--- src/rtl/fetch_pkg.sv ---
// Shared types for the instruction fetch stage: default widths, the fetch
// FSM state encoding and the prefetch-queue entry layout.
package fetch_pkg;

  localparam int FETCH_ADDR_W = 32;
  localparam int FETCH_DATA_W = 32;

  typedef enum logic {
    RUN   = 1'b0,
    DRAIN = 1'b1
  } fetch_state_t;

  // One buffered instruction: the PC it was fetched from and the word itself.
  typedef struct packed {
    logic [FETCH_ADDR_W-1:0] pc;
    logic [FETCH_DATA_W-1:0] data;
  } fetch_entry_t;

endpackage

--- src/rtl/sync_fifo.sv ---
// Small synchronous FIFO with a synchronous clear. The head word is shown
// combinationally on rd_data. A push while full is accepted only when a
// pop happens in the same cycle; a pop while empty is ignored.
module sync_fifo #(
  parameter int WIDTH = 32,
  parameter int DEPTH = 2
) (
  input  logic                     clk,
  input  logic                     rst_n,
  input  logic                     clear,
  input  logic                     push,
  input  logic [WIDTH-1:0]         wr_data,
  input  logic                     pop,
  output logic [WIDTH-1:0]         rd_data,
  output logic [$clog2(DEPTH):0]   count
);

  localparam int PTR_W = $clog2(DEPTH);
  localparam int CNT_W = PTR_W + 1;

  logic [WIDTH-1:0] mem [DEPTH];
  logic [PTR_W-1:0] wr_ptr;
  logic [PTR_W-1:0] rd_ptr;
  logic             full;
  logic             empty;
  logic             do_push;
  logic             do_pop;

  assign full    = (count == CNT_W'(DEPTH));
  assign empty   = (count == '0);
  assign do_pop  = pop & ~empty;
  assign do_push = push & (~full | do_pop);
  assign rd_data = mem[rd_ptr];

  // Pointer and occupancy bookkeeping; pointers wrap modulo DEPTH.
  always_ff @(posedge clk or negedge rst_n) begin
    if (!rst_n) begin
      wr_ptr <= '0;
      rd_ptr <= '0;
      count  <= '0;
    end else if (clear) begin
      wr_ptr <= '0;
      rd_ptr <= '0;
      count  <= '0;
    end else begin
      if (do_push) wr_ptr <= wr_ptr + PTR_W'(1);
      if (do_pop)  rd_ptr <= rd_ptr + PTR_W'(1);
      case ({do_push, do_pop})
        2'b10:   count <= count + CNT_W'(1);
        2'b01:   count <= count - CNT_W'(1);
        default: count <= count;
      endcase
    end
  end

  // Storage array; contents are only meaningful below the count.
  always_ff @(posedge clk) begin
    if (do_push && !clear) mem[wr_ptr] <= wr_data;
  end

endmodule

--- src/rtl/instr_fetch_unit.sv ---
// Instruction fetch stage: takes PCs from program_counter, issues in-order
// memory requests, buffers returned words and presents them to decode.
// Optional feature macro: IFU_BYPASS_EN (same-cycle response forwarding
// when the queue is empty and decode is ready).
//
// Handshakes: a transfer happens on any cycle where valid and ready are both
// high at the rising edge; valid never depends on ready of the same channel
// (pc_ready is the exception: it is the accept strobe valid&ready). The memory
// response channel has no ready: credit guarantees a queue slot per request.
module instr_fetch_unit
  import fetch_pkg::*;
#(
  parameter int ADDR_W = FETCH_ADDR_W,
  parameter int DATA_W = FETCH_DATA_W,
  parameter int DEPTH  = 2
) (
  input  logic                   clk,
  input  logic                   rst,
  input  logic [ADDR_W-1:0]      pc_in,
  input  logic                   pc_valid,
  output logic                   pc_ready,
  input  logic                   flush,
  output logic                   imem_req_valid,
  input  logic                   imem_req_ready,
  output logic [ADDR_W-1:0]      imem_req_addr,
  input  logic                   imem_rsp_valid,
  input  logic [DATA_W-1:0]      imem_rsp_data,
  output logic                   instr_valid,
  input  logic                   instr_ready,
  output logic [ADDR_W-1:0]      instr_pc,
  output logic [DATA_W-1:0]      instr_data,
  output logic                   dbg_state,
  output logic [$clog2(DEPTH):0] dbg_drop_cnt
);

  localparam int CNT_W = $clog2(DEPTH) + 1;

  fetch_state_t      state_q, state_d;
  logic [CNT_W-1:0]  inflight_q;
  logic [CNT_W-1:0]  drop_q, drop_d;
  logic [CNT_W-1:0]  q_count;
  logic [CNT_W-1:0]  tag_count;
  logic [ADDR_W-1:0] tag_head;
  fetch_entry_t      q_head;
  fetch_entry_t      q_wr;
  logic              q_empty;
  logic              credit;
  logic              accept;
  logic              rsp_any;
  logic              rsp_live;
  logic              bypass;
  logic              q_push;
  logic              q_pop;

  // A response slot is reserved for every outstanding request.
  assign credit = ({1'b0, inflight_q} + {1'b0, q_count}) < (CNT_W+1)'(DEPTH);

  // Requests are held off during reset, while draining and on a flush cycle.
  assign imem_req_valid = rst & pc_valid & credit & (state_q == RUN) & ~flush;
  assign imem_req_addr  = {pc_in[ADDR_W-1:2], 2'b00};
  assign accept         = imem_req_valid & imem_req_ready;
  assign pc_ready       = accept;

  // Responses with nothing outstanding are stray and ignored everywhere.
  assign rsp_any  = imem_rsp_valid & (inflight_q != '0);
  assign rsp_live = rsp_any & (tag_count != '0) & (state_q == RUN) & ~flush;

  assign q_empty = (q_count == '0);

`ifdef IFU_BYPASS_EN
  assign bypass = rsp_live & q_empty & instr_ready;
`else
  assign bypass = 1'b0;
`endif

  assign q_push  = rsp_live & ~bypass;
  assign q_pop   = ~q_empty & instr_ready;
  assign q_wr.pc   = tag_head;
  assign q_wr.data = imem_rsp_data;

  sync_fifo #(
    .WIDTH (ADDR_W),
    .DEPTH (DEPTH)
  ) u_tag_fifo (
    .clk     (clk),
    .rst_n   (rst),
    .clear   (flush),
    .push    (accept),
    .wr_data (pc_in),
    .pop     (rsp_live),
    .rd_data (tag_head),
    .count   (tag_count)
  );

  sync_fifo #(
    .WIDTH ($bits(fetch_entry_t)),
    .DEPTH (DEPTH)
  ) u_prefetch_q (
    .clk     (clk),
    .rst_n   (rst),
    .clear   (flush),
    .push    (q_push),
    .wr_data (q_wr),
    .pop     (q_pop),
    .rd_data (q_head),
    .count   (q_count)
  );

  // Decode view: queue head first, else a forwarded response, else zeros.
  always_comb begin
    instr_valid = 1'b0;
    instr_pc    = '0;
    instr_data  = '0;
    if (!q_empty) begin
      instr_valid = 1'b1;
      instr_pc    = q_head.pc;
      instr_data  = q_head.data;
    end else if (bypass) begin
      instr_valid = 1'b1;
      instr_pc    = tag_head;
      instr_data  = imem_rsp_data;
    end
  end

  // Outstanding request count: +1 per accept, -1 per counted response.
  always_ff @(posedge clk or negedge rst) begin
    if (!rst) begin
      inflight_q <= '0;
    end else begin
      case ({accept, rsp_any})
        2'b10:   inflight_q <= inflight_q + CNT_W'(1);
        2'b01:   inflight_q <= inflight_q - CNT_W'(1);
        default: inflight_q <= inflight_q;
      endcase
    end
  end

  // FSM state and stale-response counter registers.
  always_ff @(posedge clk or negedge rst) begin
    if (!rst) begin
      state_q <= RUN;
      drop_q  <= '0;
    end else begin
      state_q <= state_d;
      drop_q  <= drop_d;
    end
  end

  // Next state: flush re-counts what is still in flight; DRAIN discards
  // responses until that count reaches zero.
  always_comb begin
    state_d = state_q;
    drop_d  = drop_q;
    if (flush) begin
      drop_d  = inflight_q - CNT_W'(rsp_any);
      state_d = (drop_d != '0) ? DRAIN : RUN;
    end else if (state_q == DRAIN) begin
      if (drop_q == '0) begin
        state_d = RUN;
      end else if (rsp_any) begin
        drop_d = drop_q - CNT_W'(1);
        if (drop_q == CNT_W'(1)) state_d = RUN;
      end
    end
  end

  assign dbg_state    = state_q;
  assign dbg_drop_cnt = drop_q;

endmodule

--- config.mk ---
export PLATFORM = sky130hd
export DESIGN_NAME = instr_fetch_unit
export DESIGN_NICKNAME = d
export VERILOG_FILES = /design/src/rtl/fetch_pkg.sv /design/src/rtl/sync_fifo.sv /design/src/rtl/instr_fetch_unit.sv
export SDC_FILE = /design/constraint.sdc
export NUM_CORES = 1
export LEC_CHECK = 0
export CAP_MARGIN = 40
export CORE_MARGIN = 5
export CORE_UTILIZATION = 55
export DETAILED_ROUTE_END_ITERATION = 10
export PLACE_DENSITY_LB_ADDON = 0.12
export SETUP_SLACK_MARGIN = 0.4
export SYNTH_ARGS = -nofsm -noshare
export SYNTH_HDL_FRONTEND = slang
export SYNTH_SLANG_ARGS = --single-unit
--- constraint.sdc ---
create_clock -name clk -period 11.9 [get_ports clk]
set_input_delay 1.785 -clock clk [delete_from_list [all_inputs] [get_ports clk]]
set_output_delay 1.785 -clock clk [all_outputs]
set_load 0.01 [all_outputs]
# Yosys cells after proc, flatten, opt, wreduce, memory -nomap -nowiden
# Memory sizes are Yosys's and may differ from the RTL's.
# Cells that the tools add are included.
[classes]
n_mux = 30
n_div = 0
n_addsub = 13
order_cmp = 1
bitwise = 22
shift = 0
n_mul = 0
eq_ne = 10
reduce_logical = 19
[ops]
columns = ["operator", "n"]
rows = [
  ["$mux W32", 2],
  ["$reduce_bool A2 Y1", 10],
  ["$mux W1", 19],
  ["$and A1 B1 Y1", 14],
  ["$mux W2", 6],
  ["$pmux W2 S2", 3],
  ["$eq A2 B2 Y1 const B", 5],
  ["$eq A2 B1 Y1 const B", 4],
  ["$sub A2 B1 Y2 const B", 4],
  ["$add A2 B1 Y2 const B", 3],
  ["$logic_not A2 Y1", 3],
  ["$not A1 Y1", 6],
  ["$reduce_bool A3 Y1", 2],
  ["$add A1 B1 Y1 const B", 4],
  ["$add A2 B2 Y3", 1],
  ["$lt A3 B2 Y1 const B", 1],
  ["$reduce_and A3 Y1", 1],
  ["$logic_and A1 B1 Y1", 2],
  ["$ne A2 B2 Y1 const B", 1],
  ["$or A1 B1 Y1", 2],
  ["$sub A2 B1 Y2", 1],
  ["$logic_not A1 Y1", 1],
]
[word_totals]
latch_bits = 0
elab_cells = 106
reg_bits = 13
romBits = 0
out_inout_bits = 102
inputBits = 71
mem_count = 2
mem_bits_rw = 192
[mem_list]
columns = ["memory", "depth", "width", "read_ports", "rd_clocked_by_memory_dff", "write_ports", "line_no", "source"]
rows = [
  ["u_prefetch_q.mem", 2, 64, 1, 0, 1, "sync_fifo.sv:21", "logic [WIDTH-1:0] mem [DEPTH];"],
  ["u_tag_fifo.mem", 2, 32, 1, 0, 1, "sync_fifo.sv:21", ""],
]

# Depth between registers and ports, before layout
[depth]
word_depth = 11
ltp_mapped = 8
depth_no_buf = 8

# By module
# Synthesis repeated with hierarchy kept, for this count alone.
[unflattened]
cells_unflattened = 494
hier_area_um2 = 8503.2
[modules_own_cells]
columns = ["module", "instances", "cells_per_inst", "area_per_inst_um2"]
rows = [
  ["sync_fifo at u_prefetch_q", 1, 224, 4887.2],
  ["sync_fifo at u_tag_fifo", 1, 124, 2539.9],
  ["instr_fetch_unit", 1, 146, 1076.0],
]

# Worst setup path after synthesis
# OpenSTA, ideal clock, no wires.
[synth_timing]
path_type = "input-to-reg"
start = "input flush"
end = "memory u_prefetch_q.mem[0][0] in the netlist's numbering, enable pin"
t_arrival_ns = 5.273
required_ns = 11.406
setup_ns = 0.494
path_buffers = 0
path_slack_ns = 6.133
path_stages = 3
cell_sequence = "or2_4 > nor4_2 > nor2b_1"
[synth_via]
elab_chain_len = 6
[synth_rtl]
columns = ["item", "line_no", "source"]
rows = [
  ["from (decl)", "instr_fetch_unit.sv:22", "input logic flush,"],
  ["$not A1 Y1", "instr_fetch_unit.sv:66", "assign rsp_live = rsp_any & (tag_count != '0) & (state_q == RUN) & ~flush;"],
  ["$and A1 B1 Y1", "instr_fetch_unit.sv:66", ""],
  ["$and A1 B1 Y1", "sync_fifo.sv:32", "assign do_push = push & (~full | do_pop);"],
  ["$logic_and A1 B1 Y1 *", "sync_fifo.sv:58", "if (do_push && !clear) mem[wr_ptr] <= wr_data;"],
  ["$mux W1 *", "sync_fifo.sv:58", ""],
  ["$mux W1 (implied by the code) *", "sync_fifo.sv:58", ""],
  ["to (decl)", "sync_fifo.sv:21", ""],
]
# Mark *: on every way between the ends. The rest lies on a longest branch, timed or not.

# Worst setup path after layout
[layout_timing]
start = "input rst"
end = "output pc_ready"
[layout_via]
elab_chain_len = 5
[layout_rtl]
columns = ["item", "line_no", "source"]
rows = [
  ["from (decl)", "instr_fetch_unit.sv:18", "input logic rst,"],
  ["$and A1 B1 Y1 (4 in a row)", "instr_fetch_unit.sv:59", "assign imem_req_valid = rst & pc_valid & credit & (state_q == RUN) & ~flush;"],
  ["$and A1 B1 Y1", "instr_fetch_unit.sv:61", "assign accept = imem_req_valid & imem_req_ready;"],
  ["to (decl)", "instr_fetch_unit.sv:21", "output logic pc_ready,"],
]
# No other way between the ends.

==> run_results.csv <==
group,metric,value,unit
route,wl_met1,6540,um
power,p_clk_frac,0.395,
placement,port_buffers,170,
route,vias,4388,
clocking,post_cts_buffers,0,
worst_setup_path,critical_path.startpoint,"rst",
clocking,cts_tree,"yes",
worst_setup_path,end_kind,"output pin",
worst_setup_path,critPathRequiredTime,10120,ps
global_route,grt_pass1_vias,4771,
sta,rsz0062_at_grt,"no",
cells_and_area,layout.nets,715,
power,pwr-share-comb,0.080,
cells_and_area,antenna-diode-count,0,
global_route,grt_max_degree,46,
worst_setup_path,r2r_end,"u_tag_fifo.mem[1][10]",
sta,period_needed,5680,ps
worst_setup_path,reg2reg_depth,8,
die,core,14600,um2
sta,skew,15.2,ps
sta,maxSlewViolCount,0,
worst_setup_path,critPathMaxFanout,14,
worst_setup_path,slowest_stage,"clkdlybuf4s50_1",
worst_setup_path,critical-path-max-stage-delay,880,ps
die,die_w,132,um
die,initial_core_util,0.563,
clocking,clkSlewWorstSetupHoldPaths,70,ps
clocking,clkLatencyLatePin,490,ps
clocking,cts_max_path_buffers,3,
power,power.total,1.55,mW
logic_synthesis,yosysSeqAreaShare,0.742,
worst_setup_path,crit_end,"pc_ready",
cells_and_area,area_growth_syn_to_layout,29.5,%
sta,fmax,176,MHz
die,dieArea,17500,um2
route,routed_wl,15500,um
die,die_y,132,um
global_route,grt_use_total,0.172,
placement,post-dp-hpwl,9920,um
route,wl_met2,7620,um
power,power_switching,315,uW
global_route,grt_antenna_before_repair,0,
worst_setup_path,cpMostUsedCell,"clkdlybuf4s50_1",
route,dr.pass1.iters,4,
placement,gp_congestion,0.760,
worst_setup_path,r2r_start,"u_prefetch_q.count[0]",
status,status,"completed",
sta,setup_violations,0,
global_route,grt_pass1_wl,24300,um
route,route.detailed.drc,0,
clocking,hold_buffers,0,
logic_synthesis,synth_warnings,0,
clocking,htreeDepth,1,
clocking,numCtsBuffers,20,
logic_synthesis,ys_types,41,
route,routed-wl-met3,1130,um
route,via_per_inst,5.24,
power,seqPwrFrac,0.525,
logic_synthesis,mappedNetlistArea,8210,um2
worst_setup_path,cp.arrival,3900,ps
run,cap_violations,0,
worst_setup_path,critPathKind,"input port to output pin",
route,dr.max_layer_used,"met4",
sta,worstMarginPinSlew,684,ps
sta,slew_headroom,0.543,
power,p_per_area,146,nW/um2
power,switching_share,0.203,
sta,period_share,0.477,
power,ir_worst_vdd,128,uV
worst_setup_path,path_cells,"clkdlybuf4s50_1 -> and4bb_2 -> nand3_2 -> inv_1 -> clkdlybuf4s50_1",
cells_and_area,drive_gt1_frac,0.129,
global_route,grt.overflow.total,0,
route,final_antenna_net_count,0,
route,wl_per_cell,18.5,um
route,drt_iter0_markers,232,
sta,hold_violations,0,
worst_setup_path,critPathTopFamily,"buffers and inverters",
logic_synthesis,ys_ff_latch,205,
power,internal-power,1.23,mW
clocking,cts.sinks,205,
sta,setup_tns,0,ps
clocking,post_cts_resized,0,
hold_path,hold_class,"register to register",
worst_setup_path,critPathBufInv,3,
die,num_rows,44,
clocking,cts_root_buffer,"clkbuf_16",
logic_synthesis,netlist_instances,490,
logic_synthesis,postSynthAreaPerCell,16.8,um2
power,p_leak,3.46,nW
worst_setup_path,worst_setup_path_start_kind,"input port",
worst_setup_path,cp_num_cells,5,
die,pin_count,173,
worst_setup_path,r2r_setup_slack,8960,ps
per-stage QoR:
stage	hold WS, ps	utilization	std cells	worst slack [ps]	area, um2
floorplan	469	-	491	6130	8210
global placement	541	0.677	797	6270	9880
detailed placement	549	0.685	801	6220	9990
CTS	557	0.729	837	6210	10600
global route	568	0.729	837	6080	10600
finish	557	0.729	837	6220	10600
sequential cells by signal, indices dropped and copies added (netlist names), 2 cells and up:
signal              count
dbg_drop_cnt            2
inflight_q              2
u_prefetch_q.count      2
u_prefetch_q.mem      128
u_tag_fifo.count        2
u_tag_fifo.mem         64
power by group through the flow:
stage | Sequential [mW] | Combinational [mW] | Clock [mW]
after floorplan | 0.829 | 0.0646 | 0
after global placement | 0.829 | 0.120 | 0
after detailed placement | 0.829 | 0.125 | 0
after CTS | 0.814 | 0.126 | 0.624
after global routing | 0.816 | 0.134 | 0.653
final | 0.814 | 0.124 | 0.611
synth_stat cells:
| library cell | count | area [um2] |
|---|---|---|
| clkbuf_1 | 2 | 7.51 |
| o211ai_1 | 1 | 7.51 |
| conb_1 | 1 | 3.75 |
| nor2b_1 | 5 | 31.3 |
| dfrtp_1 | 13 | 325 |
| nor4_2 | 2 | 25.0 |
| inv_4 | 1 | 6.26 |
| nor2_1 | 75 | 282 |
| ha_1 | 4 | 50.1 |
| nor3_2 | 1 | 10.0 |
| and3_1 | 1 | 6.26 |
| mux2_2 | 32 | 360 |
| a41o_1 | 1 | 10.0 |
| a21oi_1 | 3 | 15.0 |
| fa_1 | 1 | 20.0 |
| nand3_2 | 1 | 10.0 |
| nand3b_1 | 1 | 7.51 |
| mux2i_1 | 68 | 681 |
| mux2_4 | 1 | 15.0 |
| o21ai_4 | 1 | 16.3 |
| o21ai_0 | 1 | 5.00 |
| and2_2 | 1 | 7.51 |
| edfxtp_1 | 192 | 5770 |
| and2_1 | 2 | 12.5 |
| xor2_1 | 2 | 17.5 |
| nand2_1 | 4 | 15.0 |
| nand2b_1 | 1 | 6.26 |
| or2_4 | 1 | 8.76 |
| buf_4 | 32 | 240 |
| a211oi_2 | 1 | 12.5 |
| and3_4 | 1 | 11.3 |
| nand4b_1 | 1 | 8.76 |
| buf_2 | 11 | 55.1 |
| and4bb_2 | 1 | 12.5 |
| inv_1 | 6 | 22.5 |
| a31oi_1 | 2 | 12.5 |
| buf_1 | 6 | 22.5 |
| a211oi_1 | 2 | 15.0 |
| nor3b_1 | 1 | 7.51 |
| xnor2_1 | 6 | 52.6 |
| a21o_1 | 1 | 7.51 |
metal layers:
layer / vias up / GRT usage
met5: - / 0
met4: 0 / 0.0446
met3: 17 / 0.0454
met2: 169 / 0.292
met1: 2127 / 0.222
li1: 2075 / -
worst reg2reg max path, cell delays in order (launching register included):
cell and delay, ps:
dfrtp_1 460, and2_2 230, fa_1 430, and4bb_2 320, nand3_2 140, inv_1 180, nand2_1 110, a21oi_4 500
buf_16 250
cell usage in the layout (no fill, tap or decap), types with 2 or more instances in the layout:
cell             count
clkbuf_1             4
mux2_2              32
clkbuf_16           21
buf_16               4
clkinv_2             4
conb_1               2
nor4_2               2
nor2_4               2
xor2_1               2
a211oi_1             2
dfrtp_1             12
nor2b_1              4
nand2_1              4
mux2i_1             68
inv_1                6
xnor2_1              6
clkdlybuf4s50_1    170
bufinv_16            2
nor2_1              73
a21oi_1              2
clkinv_1             5
edfxtp_1           192
a31oi_1              2
buf_4                3
ha_1                 4
cells by family (layout without fill, tap and decap cells):
group | Yosys count | after routing | share of synthesized area
buffers and inverters | 58 | 220 | 0.0431
flip-flops | 205 | 205 | 0.742
AND/OR/NAND/NOR | 99 | 99 | 0.0563
XOR/XNOR | 8 | 8 | 0.00854
multiplexers | 101 | 101 | 0.129
AO/OA/AOI/OAI | 13 | 13 | 0.0123
other | 1 | 2 | 0.000457
adder cells (fa/ha/maj) | 5 | 5 | 0.00854
final cells by class:
| type | count | area [um2] |
|---|---|---|
| clock buffer | 25 | 541 |
| clock inverter | 11 | 98.8 |
| fill | 936 | 3960 |
| inverter | 7 | 28.8 |
| multi-input combinational | 228 | 1800 |
| sequential | 205 | 6090 |
| tap | 184 | 230 |
| timing repair buffer | 177 | 1830 |
worst min-delay path by stage:
stage / startpoint / end / slack (ps) / cells after the start
CTS: u_tag_fifo.mem[1][31] / u_prefetch_q.mem[0][63] / 560 / 1
floorplan: u_tag_fifo.wr_ptr / u_tag_fifo.wr_ptr / 470 / 1
global placement: u_tag_fifo.mem[1][11] / u_prefetch_q.mem[0][43] / 540 / 1
finish: u_tag_fifo.mem[1][31] / u_prefetch_q.mem[0][63] / 560 / 1
global route: u_tag_fifo.mem[1][29] / u_prefetch_q.mem[0][61] / 570 / 1
detailed placement: u_tag_fifo.mem[1][4] / u_prefetch_q.mem[0][36] / 550 / 1
Note: power is estimated with default switching activity, not from simulation.
==> patch: new RTL, same settings <==
`DEPTH` is set to 2 in 2 places; all go to 4.
--- a/src/rtl/sync_fifo.sv
+++ b/src/rtl/sync_fifo.sv
@@ -5,3 +5,3 @@
   parameter int WIDTH = 32,
-  parameter int DEPTH = 2
+  parameter int DEPTH = 4
 ) (
--- a/src/rtl/instr_fetch_unit.sv
+++ b/src/rtl/instr_fetch_unit.sv
@@ -14,3 +14,3 @@
   parameter int DATA_W = FETCH_DATA_W,
-  parameter int DEPTH  = 2
+  parameter int DEPTH  = 4
 ) (
Ports: changed (resized dbg_drop_cnt); port bits go from 173 to 174. No check against the original RTL was run, so the function may have changed too.
==> patch against the unedited design <==
Power is 96% higher. Largest cell class unchanged. Worst setup slack worse by 0.097 ns. Wire length is 91% higher. Sequential cell count is 200 higher. Register-to-register slack better by 0.05 ns. First-iteration DRC count is 110% higher. Largest power group unchanged. Area after synthesis is 95% higher. Design area is 83% higher.
==> patch: results (changes against the unedited design) <==
[cts]
htree_levels=2  ; +1

[layout]
buffers=185  ; +4.5%
sh_seq_area_pct=62.1  ; +4.8 points
layout.nonclk_buf_share_pct=10.4  ; -6.8 points
stdcell_count=1342  ; +60%
clock_buffers=55  ; +120%
seq_cell_count=405  ; +98%
reg_top3=u_prefetch_q.mem: 256 flops, u_tag_fifo.mem: 128 flops
num-fill-cells=1839  ; +96%
num-multi-input-gates=283  ; +24%

[critical_path]
critPathArrivalTime_ns=3.99  ; +0.09 ns
slowest_delay_ns=0.86  ; -0.02 ns
regToRegSetupSlack_ns=9.01  ; +0.05 ns
cp-startpoint=flush

[global_routing]
grt_first_pass_wirelength_um=46600  ; +92%
grt_pass1_vias=8255  ; +73%

[logic_synthesis]
synthArstFlopShare_pct=5.19  ; -1.2 points
synth_edf_count=384  ; +100%
synth-compound-area-share_pct=1.06  ; -0.17 points
ys_seq_area_share_pct=75.3  ; +1.1 points
synth_area_per_cell_um2=21.0  ; +25%

[sta]
max_slew_margin_pct=41.4  ; -13 points

[pwr]
p_leak_nw=6.22  ; +80%
irDropWorstVdd_v=0.000113  ; -12%

[route]
drtIter0Drc=496  ; +110%
wl_um=29600  ; +91%
route.met3.wl_um=1750  ; +55%
vias=7487  ; +71%
routed-wl-met2_um=15300  ; +100%

[hold_path]
hold_end=u_tag_fifo.count[0]$_DFFE_PN0P_

[run_status]
outcome=completed

patch: changes by cell type after synthesis, sizes merged, moves of 5 or more:
cell / before / now
nor2: 75 / 16
mux4: 0 / 96
mux2i: 68 / 5
xor2: 2 / 7
and2: 3 / 72
dfrtp: 13 / 21
clkbuf: 2 / 17
ha: 4 / 16
edfxtp: 192 / 384
inv: 7 / 13
mux2: 33 / 0
nand3: 1 / 8
patch: report_power, final:
part / total (mW) / leakage [nW] / internal (mW) / switching, mW
sequential: 1.60 / 3.72 / 1.58 / 0.0261
combinational: 0.238 / 1.89 / 0.125 / 0.113
clock: 1.20 / 0.607 / 0.703 / 0.492
patch: stage by stage:
step / cell area (µm²) / worst slack [ns] / hold slack, ns
global placement: 17900 / 5.98 / 0.510
global route: 19400 / 5.98 / 0.604
finish: 19400 / 6.12 / 0.555
CTS: 19400 / 6.13 / 0.551
floorplan: 16000 / 7.44 / 0.482
detailed placement: 18200 / 6.13 / 0.534
